[src/rtl/seg7_spi_encoder.sv]
// SPI-slave receiver that turns serialized active-low 7-segment frames back into
// decimal digits, presented through a valid/ready output register.
module seg7_spi_encoder #(
  parameter int unsigned FRAME_BITS  = 8,
  parameter int unsigned SYNC_STAGES = 2
) (
  input  logic       clk,
  input  logic       reset_n,
  input  logic       sclk,
  input  logic       cs_n,
  input  logic       mosi,
  input  logic       out_ready,
  output logic [3:0] digit,
  output logic       dp,
  output logic       seg_err,
  output logic       out_valid,
  output logic       frame_err,
  output logic       overrun
);

  localparam int unsigned CNT_W = $clog2(FRAME_BITS + 1);

  typedef enum logic [1:0] {IDLE, SHIFT, DONE, WAIT_CS} state_t;

  state_t                  state;
  logic [CNT_W-1:0]        cnt;
  logic [FRAME_BITS-1:0]   shreg;
  logic [SYNC_STAGES-1:0]  sclk_sync;
  logic [SYNC_STAGES-1:0]  cs_sync;
  logic [SYNC_STAGES-1:0]  mosi_sync;
  logic                    sclk_prev;
  logic                    sclk_s;
  logic                    cs_s;
  logic                    mosi_s;
  logic                    sclk_rise;
  logic [3:0]              enc_digit_c;
  logic                    enc_err_c;

  // Pin synchronizers; chip select resets to the deasserted level.
  always_ff @(posedge clk or negedge reset_n) begin
    if (!reset_n) begin
      sclk_sync <= '0;
      cs_sync   <= '1;
      mosi_sync <= '0;
      sclk_prev <= 1'b0;
    end else begin
      sclk_sync <= {sclk_sync[SYNC_STAGES-2:0], sclk};
      cs_sync   <= {cs_sync[SYNC_STAGES-2:0], cs_n};
      mosi_sync <= {mosi_sync[SYNC_STAGES-2:0], mosi};
      sclk_prev <= sclk_s;
    end
  end

  assign sclk_s    = sclk_sync[SYNC_STAGES-1];
  assign cs_s      = cs_sync[SYNC_STAGES-1];
  assign mosi_s    = mosi_sync[SYNC_STAGES-1];
  assign sclk_rise = sclk_s & ~sclk_prev;

  // Exact-match glyph decode; the dp bit is excluded.
  always_comb begin
    enc_err_c = 1'b0;
    case (shreg[6:0])
      7'h40:   enc_digit_c = 4'd0;
      7'h79:   enc_digit_c = 4'd1;
      7'h24:   enc_digit_c = 4'd2;
      7'h30:   enc_digit_c = 4'd3;
      7'h19:   enc_digit_c = 4'd4;
      7'h12:   enc_digit_c = 4'd5;
      7'h02:   enc_digit_c = 4'd6;
      7'h78:   enc_digit_c = 4'd7;
      7'h00:   enc_digit_c = 4'd8;
      7'h18:   enc_digit_c = 4'd9;
      default: begin
        enc_digit_c = 4'hF;
        enc_err_c   = 1'b1;
      end
    endcase
  end

  // Frame FSM and output register.
  always_ff @(posedge clk or negedge reset_n) begin
    if (!reset_n) begin
      state     <= IDLE;
      cnt       <= '0;
      shreg     <= '0;
      digit     <= 4'hF;
      dp        <= 1'b0;
      seg_err   <= 1'b0;
      out_valid <= 1'b0;
      frame_err <= 1'b0;
      overrun   <= 1'b0;
    end else begin
      frame_err <= 1'b0;
      if (out_valid && out_ready) out_valid <= 1'b0;
      case (state)
        IDLE: begin
          if (!cs_s) begin
            state <= SHIFT;
            cnt   <= '0;
          end
        end
        SHIFT: begin
          if (cs_s) begin
            frame_err <= 1'b1;
            cnt       <= '0;
            shreg     <= '0;
            state     <= IDLE;
          end else if (sclk_rise) begin
            shreg <= {shreg[FRAME_BITS-2:0], mosi_s};
            cnt   <= cnt + CNT_W'(1);
            if (cnt == CNT_W'(FRAME_BITS - 1)) state <= DONE;
          end
        end
        DONE: begin
          // A held, unaccepted frame wins; the new one is dropped.
          if (!out_valid || out_ready) begin
            digit     <= enc_digit_c;
            dp        <= ~shreg[FRAME_BITS-1];
            seg_err   <= enc_err_c;
            out_valid <= 1'b1;
          end else begin
            overrun <= 1'b1;
          end
          state <= cs_s ? IDLE : WAIT_CS;
        end
        WAIT_CS: begin
          if (cs_s) state <= IDLE;
        end
        default: state <= IDLE;
      endcase
    end
  end

endmodule
[config.mk]
export PLATFORM = sky130hd
export DESIGN_NAME = seg7_spi_encoder
export DESIGN_NICKNAME = d
export VERILOG_FILES = /design/src/rtl/seg7_spi_encoder.sv
export SDC_FILE = /design/constraint.sdc
export NUM_CORES = 1
export LEC_CHECK = 0
export ABC_CLOCK_PERIOD_IN_PS = 1500
export BUFFER_PORTS_ARGS = -buffer_cell sky130_fd_sc_hd__buf_2
export CORE_UTILIZATION = 30
export CTS_CLUSTER_DIAMETER = 150
export DETAILED_ROUTE_END_ITERATION = 12
export HOLD_SLACK_MARGIN = 0.02
export PLACE_DENSITY = 0.44
export SLEW_MARGIN = 15
export SYNTH_ARGS = -nofsm -noshare
export SYNTH_HDL_FRONTEND = slang
export SYNTH_SLANG_ARGS = --single-unit
[constraint.sdc]
create_clock -name clk -period 1.5 [get_ports clk]
set_input_delay 0.075 -clock clk [delete_from_list [all_inputs] [get_ports clk]]
set_output_delay 0.075 -clock clk [all_outputs]
set_load 0.02 [all_outputs]
# After elaboration in Yosys (flattened, before gate mapping)
# Cells that the tools add are included.
word_totals:
  romBits: 0
  out_inout_bits: 9
  inputBits: 6
  mem_bits_rw: 0
  latch_bits: 0
  word_cells: 68
  mem_count: 0
  regBits: 30
op_classes:
  bitwise_logic: 4
  shift: 0
  n_eq_ne: 17
  n_mux: 20
  n_mul: 0
  addsub: 1
  reduce_logical: 13
  n_div: 0
  magnitude_cmp: 0
ops:
  columns: ["cell", "count"]
  rows:
  - ["$pmux 4 s10", 1]
  - ["$eq 7x5->1 const B", 3]
  - ["$eq 7x7->1 const B", 3]
  - ["$mux 8", 2]
  - ["$eq 7x6->1 const B", 2]
  - ["$mux 2", 6]
  - ["$mux 4", 3]
  - ["$reduce_or 10->1", 1]
  - ["$pmux 2 s4", 1]
  - ["$pmux 4 s2", 1]
  - ["$eq 7x2->1 const B", 1]
  - ["$logic_not 7->1", 1]
  - ["$mux 1", 6]
  - ["$ne 3x3->1 const B", 2]
  - ["$reduce_and 2->1", 3]
  - ["$add 4x1->4 const B", 1]
  - ["$eq 2x2->1 const B", 2]
  - ["$eq 4x3->1 const B", 1]
  - ["$ne 2x2->1 const B", 2]
  - ["$reduce_and 4->1", 1]
  - ["$reduce_bool 2->1", 2]
  - ["$not 1->1", 3]
  - ["$reduce_and 3->1", 1]
  - ["$eq 2x1->1 const B", 1]
  - ["other kinds (5)", 5]

# Logic depth before layout (Yosys ltp)
# Gate-level depths: netlist (run 1).
logic_depth:
  word_depth: 5
  depth_mapped: 5
  depth_no_buf: 5

# Worst setup path before layout (run 1)
# No wires, ideal clock.
synth_timing:
  path_kind: "register to register"
  startpoint: "reg shreg[4]"
  endpoint: "reg digit[0]"
  path_stages_with_launch: 6
  slack_ns: -0.020
  period_less_slack_ns: 1.520
  setup_ns: 0.096
  arrival_ns: 1.425
  path_buffers: 1
  required_time_ns: 1.404
  cell_sequence: "dfrtp_1 -> buf_6 -> and4_4 -> o211a_1 -> or3_4 -> o32ai_1"
synth_via:
  elab_chain_cells: 2
  elab_cells_between_ends: 11
  classes_between: "9 x eq/ne; 1 x mux; 1 x reduce/logical"
synth_rtl:
  columns: ["item", "line_no", "text"]
  rows:
  - ["start, declared", "27", "logic [FRAME_BITS-1:0] shreg;"]
  - ["start signal, assigned", "109", "shreg <= {shreg[FRAME_BITS-2:0], mosi_s};"]
  - ["$eq 7x5->1, or another cell as far along", "62", "case (shreg[6:0])"]
  - ["$pmux 4 s10 *", "62", null]
  - ["end signal, assigned", "117", "digit <= enc_digit_c;"]
  - ["end, declared", "13", "output logic [3:0] digit,"]
# Every way passes the cells marked *; elsewhere a longest branch is shown, timed or not.
# A chain may end at the register's enable or synchronous reset.

# Final worst setup path (run 1)
layout_timing:
  startpoint: "reg shreg[4]"
  endpoint: "reg digit[3]"
# The elaborated chain is that of the path after synthesis.

==> run metrics, run 1 <==
First-pass DRT Iterations=4; Slowest-stage cell, CP=dfrtp_2; post-layout min period=between 1.5 and 2 ns; post-DR wirelength/cell=14.5 um; failing checks=setup timing; Synthesized Nets=130; largest delay contributor family on the critical path=simple AND/OR/NAND/NOR gates; Yosys cell types=44; Slowest Stage Delay on Critical Path=0.49 ns; via density per instance=slightly above 5; Worst-Skew Late Latency=approximately 0.29 ns; crit path cell chain=and4_4, o211a_4, or3_4, o22ai_2; area growth from synthesis to layout=36.2%; maximum vdd drop=between 0.5 and 0.6 mV; status=complete, but fails checks; synth warn=0; Final Hold Fails=0; total track usage=~14%; Root Buffer=clkbuf_8; Syn Area/Cell=between 10 and 15 sq um; Routed WL=between 3000 and 4000 um; RD Place Congestion=roughly 0.74; Worst slew margin=~56%; Power Dens Cells=867 nW/um^2; Row Count=24; Setup Viol. Count Final=4; Critical Path AT=about 1.8 ns; Chip Width=around 70 um; final non-filler cell total=220; number of global-route vias before repair=around 1100; HPWL Detailed=~2200 um; diodes inserted=0; Hold Worst Slack=between 0.1 and 0.15 ns; P_leak=about 0.85 nW; TritonCTS Sinks=30; Final WS setup=-0.0873 ns; Setup Total Neg Slack=-0.225 ns; Layout Nets=174; Max Freq=around 0.63 GHz; largest net degree at the start of global routing=31; total congestion overflow=0; Die ar.=slightly below 5000 sq um; DRC viols=0; Synth top area share=a little over two fifths; endpoint class of the critical path=register; cell taking the most area after synthesis=dfrtp_1; Port Buffers=14; Setup CP Type=register to register; first-pass GRT wire length=5400 um; Worst EP required=1.71 ns; Startpoint Class=register; share of layout cells above drive strength 1=46.4%; clk slew on worst S/H paths=0.06 ns; Slew @ Worst Pin=0.653 ns; Starting Density=roughly a third; fin. max-slew vios=0; top_reg_cell synth=dfrtp_1; Synth Register Bits=30; synthesized instance count=between 100 and 150; DRT iter0 DRCs=40; unrepaired setup endpoints after global routing=yes; clock skew=0.00834 ns; Core ar.=roughly 4400 sq um; CP max FO=7; Post-Syn Area=around 1400 sq um; Placed Cells incl. Taps=200; final core occ=between 40% and 50%; CP bufs+invs=0; initial antenna violation count=0; CTS H-tree lvls=2; CTS max path bufs=2; HP Class=primary input to register; register area share after synthesis=54.6%; CTS Buf Count=5; asr flop ratio synth=between 90% and 100%; max cap viols=0; die height=about 70 um; via count=~1100; I/O pin total=15; post-route antenna net violation count=0; largest cells by area after synthesis=dfrtp_1 43%, dfstp_2 11%, a22o_1 3.8%; CTS tree=built; Post-synth EDFFs=0; final critical-path share of the clock period=106%
[layout by cell type (no fill, tap or decap), drive strengths merged, types with 2 or more instances in the layout]
cell type,n
buf,39
dfrtp,24
nand2,9
nor2,9
a22o,8
o21ai,8
clkbuf,6
dfstp,6
nor3,6
nand2b,5
a21oi,4
dlygate4sd3,4
nor4,4
inv,3
nor2b,3
a21o,2
nand4,2
and4,2
and3,2
o32ai,2
[registers in the layout (all words and copies together), names as in the netlist, 2 cells and up]
name	flops
cs_sync	2
shreg	8
digit	4
state	2
mosi_sync	2
sclk_sync	2
cnt	4
[power breakdown]
group / internal (W) / total [W] / switching (W)
Sequential: 0.000829 / 0.000841 / 0.0000125
Clock: 0.000368 / 0.000684 / 0.000316
Combinational: 0.0000535 / 0.000114 / 0.0000607
[worst min-delay path, delay by kind of cell]
family                 cells  cell delay, ns
AO/OA/AOI/OAI              1            0.14
buffers and inverters      1            0.08
AND/OR/NAND/NOR            1            0.05
[cell type report]
type	instances	area, sq um
Inverter	3	11.3
Clock inverter	2	12.5
Clock buffer	6	82.6
Sequential cell	30	764
Multi-Input combinational cell	84	653
Fill cell	419	2520
Timing Repair Buffer	43	302
Tap cell	52	65.1
[layer usage]
layer  wire length [um]  vias to the layer above  GRT usage [%]
met1               1490                      554           18.9
met4                 61                        0           6.00
met3                125                        6           5.05
met2               1520                       21           21.5
li1                   -                      539              -
met5                  0                        -              0
[cells in the mapped netlist (2+ instances only)]
library cell	count
o32ai_1	2
dfrtp_1	24
nand2b_1	5
a21o_1	2
nor4_1	3
nor2_1	9
nor2b_1	3
inv_1	3
o21ai_2	2
dfstp_2	6
buf_2	5
o21ai_0	5
a22o_1	6
nand4_1	2
a21oi_1	4
nor3_1	5
nand2_1	9
a22o_2	2
[path summary, 6_finish.rpt]
kind | startpoint | end | slack (ns) | cells past startpoint
worst min register to register | sclk_sync[0]$_DFF_PN0_ | sclk_sync[1]$_DFF_PN0_ | 0.34 | 0
worst min-delay path | out_ready | overrun$_DFFE_PN0P_ | 0.11 | 3
worst max register to register | shreg[4]$_DFFE_PN0P_ | digit[3]$_DFFE_PN1P_ | -0.09 | 4
max in group asynchronous | reset_n | shreg[3]$_DFFE_PN0P_ | 0.68 | 2
min in group asynchronous | reset_n | state[0]$_DFFE_PN0P_ | 0.36 | 2
worst max-delay path | shreg[4]$_DFFE_PN0P_ | digit[3]$_DFFE_PN1P_ | -0.09 | 4
[through the flow]
step	cell area (sq um)	setup WS (ns)	power, W
5_1_grt	1890	-0.120	0.00172
2_1_floorplan	1400	0.000190	0.000901
3_3_place_gp	1620	-0.0668	0.000954
4_1_cts	1780	-0.0544	0.00166
3_5_place_dp	1620	-0.105	0.000956
6_report	1890	-0.0873	0.00164
[cell families after synthesis]
logic type,count (synthesis),share of synthesized area (%)
adder cells (fa/ha/maj),1,0.902
flip-flops,30,54.6
AND/OR/NAND/NOR,48,20.6
buffers and inverters,9,3.43
AO/OA/AOI/OAI,32,18.4
multiplexers,1,0.721
XOR/XNOR,2,1.26
[timing repair]
action                                  4_1_cts  5_1_grt
pin swaps                                     1        4
resized for setup                             5       10
hold endpoints to repair                     27        0
endpoints found under the setup margin        5        5
setup buffers                                 1        7
hold buffers                                  4        0
(Power assumes the default switching activity.)
==> run 2: changes to the inputs <==
--- a/config.mk
+++ b/config.mk
@@ -5,13 +5,13 @@
 export SDC_FILE = /design/constraint.sdc
 export NUM_CORES = 1
 export LEC_CHECK = 0
-export ABC_CLOCK_PERIOD_IN_PS = 1500
+export ABC_CLOCK_PERIOD_IN_PS = 1560
 export BUFFER_PORTS_ARGS = -buffer_cell sky130_fd_sc_hd__buf_2
 export CORE_UTILIZATION = 30
 export CTS_CLUSTER_DIAMETER = 150
 export DETAILED_ROUTE_END_ITERATION = 12
 export HOLD_SLACK_MARGIN = 0.02
-export PLACE_DENSITY = 0.44
+export PLACE_DENSITY = 0.42
 export SLEW_MARGIN = 15
 export SYNTH_ARGS = -nofsm -noshare
 export SYNTH_HDL_FRONTEND = slang
==> constraint.sdc (replaced) <==
create_clock -name clk -period 1.56 [get_ports clk]
set_input_delay 0.078 -clock clk [delete_from_list [all_inputs] [get_ports clk]]
set_output_delay 0.078 -clock clk [all_outputs]
set_load 0.02 [all_outputs]
==> run 2 against run 1 <==
- largest power group is now the clock network
- the run now ends clean
- worst setup slack better by 0.088 ns
- non-clock buffer count down 7
- clock power up 45%
- clock skew decreased by 0.00054 ns
- total power increased by 16%
==> run metrics, run 2 (synthesized netlist as in run 1, its figures left out) <==
met2 routed WL=1350 um (-11%); clk slew on worst S/H paths=0.07 ns (about the same); max cap viols=0 (unchanged); Setup CP Type=register to register; Port Buffers=14 (unchanged); unrepaired setup endpoints after global routing=yes; final core occ=42.6% (-0.20 points); met3 WL post-DR=92 um (-26%); Starting Density=31.4% (unchanged); Root Buffer=clkbuf_8; Top Metal Used=met4; RD Place Congestion=0.789 (+6.0%); CP max FO=4 (-3); largest net degree at the start of global routing=31 (unchanged); number of global-route vias before repair=1020 (-6.8%); die height=70.0 um (unchanged); initial antenna violation count=0 (unchanged); fin. max-slew vios=0 (unchanged); CTS Buf Count=5 (unchanged); P_leak=0.845 nW (-0.71%); CTS H-tree lvls=2 (unchanged); Final WS setup=0.000328 ns (+0.0876 ns); Startpoint Class=register; diodes inserted=0 (unchanged); M1 wire length=1550 um (+4.6%); DRT iter0 DRCs=35 (-13%); first-pass GRT wire length=5130 um (-5.0%); First-pass DRT Iterations=4 (unchanged); DRC viols=0 (unchanged); Worst-Skew Late Latency=0.29 ns (about the same); Row Count=24 (unchanged); I/O pin total=15 (unchanged); Setup Total Neg Slack=0 ns (+0.225 ns); Biggest register=shreg; HPWL Detailed=2130 um (-2.4%); Layout Nets=167 (-4.0%); Slew @ Worst Pin=0.669 ns (+0.0160 ns); HP Class=primary input to register; Largest regs=shreg (8), cnt (4), digit (4); post-DR wirelength/cell=14.3 um (-1.3%); Setup Viol. Count Final=0 (-4); clock skew=0.00780 ns (-0.000540 ns); most common cell after layout, fill and taps aside=dfrtp_1; Routed WL=3060 um (-4.4%); total congestion overflow=0 (unchanged); CTS max path bufs=2 (unchanged); Die ar.=4900 sq um (unchanged); status=complete, no violations; Reg2Reg Setup Slack=0.0003 ns (+0.09 ns); pre-CTS setup slack=-0.0203 ns (+0.0845 ns); Chip Width=70.0 um (unchanged); post-layout min period=1.56 ns (-0.0276 ns); via count=1054 (-5.9%); TritonCTS Sinks=30 (unchanged); endpoint class of the critical path=register; final critical-path share of the clock period=100% (-5.8 points); most frequent cells in the layout=20 x dfrtp_1, 14 x buf_2, 14 x buf_4, 9 x nor2_1, 9 x nand2_1; Largest register FFs=8 (unchanged); Worst EP required=1.77 ns (+0.06 ns); post-route antenna net violation count=0 (unchanged); area growth from synthesis to layout=35.6%; total track usage=13.7% (-0.70 points); Critical Path AT=1.77 ns (-0.03 ns); via density per instance=4.95 (-2.8%); share of layout cells above drive strength 1=42.2% (-4.2 points); Worst slew margin=55.4% (-1.1 points); CTS tree=built; Max Freq=0.641 GHz (+1.8%); Final Hold Fails=0 (unchanged); Power Dens Cells=1010 nW/um^2 (+17%); maximum vdd drop=0.630 mV (+12%); Core ar.=4410 sq um (unchanged)
[run 2: changes by cell type in the layout (fill, tap and decap cells not counted), sizes merged]
cell and change:
buf -7, bufinv +2, clkinv -1, clkinvlp -1
[run 2: critical path, stage by stage (launching register included)]
cell and delay (ns):
dfrtp_1 0.39, buf_6 0.12, xor2_1 0.14, and4b_2 0.24
or3_4 0.43, o22ai_2 0.16
[run 2: repair_timing]
item                                    CTS  global route
gates resized for setup                   5            11
endpoints found under the hold margin    27             0
setup buffers                             0             2
pin swaps                                 1             6
endpoints found under the setup margin    3             5
hold buffers                              4             0
[run 2: area by class of cell]
type / instances / area (sq um)
flip-flops and latches: 30 / 763
repair buffers: 36 / 260
inverters: 3 / 11.3
clock inverters: 2 / 60.1
fillers: 427 / 2530
multi-input cells: 84 / 639
clock buffers: 6 / 82.6
well taps: 52 / 65.1
[run 2: per-stage QoR]
stage / hold slack [ns] / cell area, sq um / cells / power, W
detailed placement: 0.150 / 1610 / 199 / 0.000911
global placement: 0.154 / 1610 / 199 / 0.000910
global route: 0.126 / 1880 / 213 / 0.00198
finish: 0.111 / 1880 / 213 / 0.00190
CTS: 0.110 / 1800 / 211 / 0.00192
floorplan: -0.218 / 1390 / 123 / 0.000866
[run 2: worst paths after layout]
kind                                        start                     end  depth (start not counted)
min in group asynchronous                 reset_n      cnt[2]$_DFFE_PN0P_                          2
setup / recovery             shreg[2]$_DFFE_PN0P_    digit[3]$_DFFE_PN1P_                          5
setup reg to reg             shreg[2]$_DFFE_PN0P_    digit[3]$_DFFE_PN1P_                          5
hold / removal                          out_ready     overrun$_DFFE_PN0P_                          3
hold reg to reg            sclk_sync[0]$_DFF_PN0_  sclk_sync[1]$_DFF_PN0_                          0
max in group asynchronous                 reset_n    shreg[4]$_DFFE_PN0P_                          2
[run 2: routing by layer]
layer	track usage, %	vias up
met5	0	-
met2	19.9	15
met1	18.5	511
met4	6.00	0
li1	-	524
met3	4.47	4
[run 2: power by group]
| group | internal [W] | switching [W] |
|---|---|---|
| logic | 0.0000445 | 0.0000543 |
| clock network | 0.000681 | 0.000313 |
| registers | 0.000797 | 0.0000142 |
==> run 3: changes to the inputs <==
--- a/config.mk
+++ b/config.mk
@@ -6,7 +6,7 @@
 export NUM_CORES = 1
 export LEC_CHECK = 0
 export ABC_CLOCK_PERIOD_IN_PS = 1560
-export BUFFER_PORTS_ARGS = -buffer_cell sky130_fd_sc_hd__buf_2
+export BUFFER_PORTS_ARGS = -buffer_cell sky130_fd_sc_hd__clkbuf_2
 export CORE_UTILIZATION = 30
 export CTS_CLUSTER_DIAMETER = 150
 export DETAILED_ROUTE_END_ITERATION = 12
==> run 3 against run 2 <==
- the run now ends with setup timing left
- sequential power hardly changed
- combinational power is 14% higher
- via count is 3.8% higher
- total power hardly changed
- utilization is 0.40 points higher
- critical path depth stayed put
- largest power group unchanged
- wire length is 0.16% higher
==> run metrics, run 3 (synthesized netlist as in run 1, its figures left out) <==
status=complete, but fails checks; failing checks=setup timing; Die ar.=4900 sq um (unchanged); fin. max-slew vios=0 (unchanged); Starting Density=31.4% (unchanged); Largest register FFs=8 (unchanged); HPWL Detailed=2100 um (-1.4%); First-pass DRT Iterations=2 (-2); endpoint class of the critical path=register; Core ar.=4410 sq um (unchanged); Port Buffers=14 (unchanged); clock skew=0.00877 ns (+0.000964 ns); final critical-path share of the clock period=100% (+0.48 points); CTS tree=built; largest net degree at the start of global routing=31 (unchanged); total track usage=13.6% (-0.084 points); Slew @ Worst Pin=0.614 ns (-0.0542 ns); Multi-input gate area=629 sq um (-1.6%); Power Dens Cells=1000 nW/um^2 (-0.91%); Hold Worst Slack=0.117 ns (+0.00607 ns); post-route antenna net violation count=0 (unchanged); Max Freq=0.638 GHz (-0.48%); Reg2Reg Setup Slack=-0.007 ns (about the same); Root Buffer=clkbuf_8; clk slew on worst S/H paths=0.06 ns (about the same); CP max FO=8 (+4); Routed WL=3060 um (+0.16%); P_leak=0.865 nW (+2.4%); maximum vdd drop=0.487 mV (-23%); Largest regs=shreg (8), cnt (4), digit (4); Setup CP Type=register to register; Chip Width=70.0 um (unchanged); most frequent cells in the layout=19 x dfrtp_1, 19 x buf_4, 14 x clkbuf_2, 9 x nor2_1, 9 x nand2_1; Startpoint Class=register; TritonCTS Sinks=30 (unchanged); total congestion overflow=0 (unchanged); Final WS setup=-0.00720 ns (-0.00753 ns); largest delay contributor family on the critical path=simple AND/OR/NAND/NOR gates; first-pass GRT wire length=5200 um (+1.5%); I/O pin total=15 (unchanged); Setup Viol. Count Final=2 (+2); Critical Path AT=1.77 ns (about the same); unrepaired setup endpoints after global routing=yes; die height=70.0 um (unchanged); Layout Nets=171 (+2.4%); area growth from synthesis to layout=36.9%; Slowest-stage cell, CP=dfrtp_2; max cap viols=0 (unchanged); met3 WL post-DR=75 um (-18%); DRC viols=0 (unchanged); via count=1094 (+3.8%); Design Area, Final=1900 sq um (+0.93%); met2 routed WL=1360 um (+0.44%); CTS H-tree lvls=2 (unchanged); Final Hold Fails=0 (unchanged); DRT iter0 DRCs=51 (+46%); crit path cell chain=buf_6, xnor2_2, and3_4, or3_4, o22ai_2; Biggest register=shreg; initial antenna violation count=0 (unchanged); post-layout min period=1.57 ns (+0.00753 ns); Reg area=764 sq um (+0.16%); post-DR wirelength/cell=14.1 um (-1.7%); M1 wire length=1600 um (+2.8%); number of global-route vias before repair=1061 (+4.0%); Row Count=24 (unchanged); placed cell area=1610 sq um (+0.47%); share of layout cells above drive strength 1=44.2% (+2.0 points); Worst-Skew Late Latency=0.28 ns (about the same); CTS max path bufs=2 (unchanged); Worst EP required=1.77 ns (about the same); CTS Buf Count=5 (unchanged); via density per instance=5.04 (+1.9%); RD Place Congestion=0.766 (-3.0%); Layout fillers=425 (-0.47%); Worst slew margin=58.8% (+3.3 points); CP bufs+invs=1 (unchanged); Slowest Stage Delay on Critical Path=0.49 ns (+0.06 ns); Top Metal Used=met4; diodes inserted=0 (unchanged); HP Class=primary input to register
[run 3: where the power goes]
part	switching [W]	leakage, nW	internal [W]
logic	0.0000587	0.419	0.0000541
clock network	0.000300	0.0714	0.000681
registers	0.0000133	0.374	0.000797
[run 3: repair_timing]
item / in CTS / in global routing
endpoints found under the hold margin: 27 / 0
pin swaps: 4 / 4
setup endpoints to repair: 4 / 5
hold buffers: 4 / 0
buffers inserted: 2 / 3
gates resized for setup: 8 / 8
[run 3: tightest hold or removal path: stages]
cell and delay [ns]:
clkbuf_2 0.09, nor2b_1 0.05, a21o_1 0.15
[run 3: routing by layer]
metal,track usage [%],up-vias
met5,0,-
met4,4.00,0
met3,4.33,4
met2,19.0,15
met1,19.9,541
li1,-,534
[run 3: layout make-up]
type	count	share of cell area, %
Tap cell	52	3.43
Clock inverter	2	3.16
Multi-Input combinational cell	84	33.1
Clock buffer	6	4.35
Inverter	3	0.593
Timing Repair Buffer	40	15.1
Sequential cell	30	40.3
[run 3: path summary, 6_finish.rpt]
path	start	to	cells after the start
worst max-delay path	shreg[3]$_DFFE_PN0P_	digit[3]$_DFFE_PN1P_	5
worst min register to register	sclk_sync[0]$_DFF_PN0_	sclk_sync[1]$_DFF_PN0_	0
min in group asynchronous	reset_n	cnt[2]$_DFFE_PN0P_	3
worst max register to register	shreg[3]$_DFFE_PN0P_	digit[3]$_DFFE_PN1P_	5
worst min-delay path	out_ready	overrun$_DFFE_PN0P_	3
max in group asynchronous	reset_n	digit[2]$_DFFE_PN1P_	3
[run 3: through the flow]
stage	total power [W]	setup TNS, ns	utilization [%]	std cells	worst slack, ns
3_5_place_dp	0.000913	-0.0315	36.6	200	-0.0315
5_1_grt	0.00198	-0.242	43.0	217	-0.0961
6_report	0.00190	-0.0139	43.0	217	-0.00720
4_1_cts	0.00192	-0.000370	41.8	214	-0.000370
2_1_floorplan	0.000866	0	-	123	0.0399
3_3_place_gp	0.000912	-0.00199	36.6	200	-0.00199
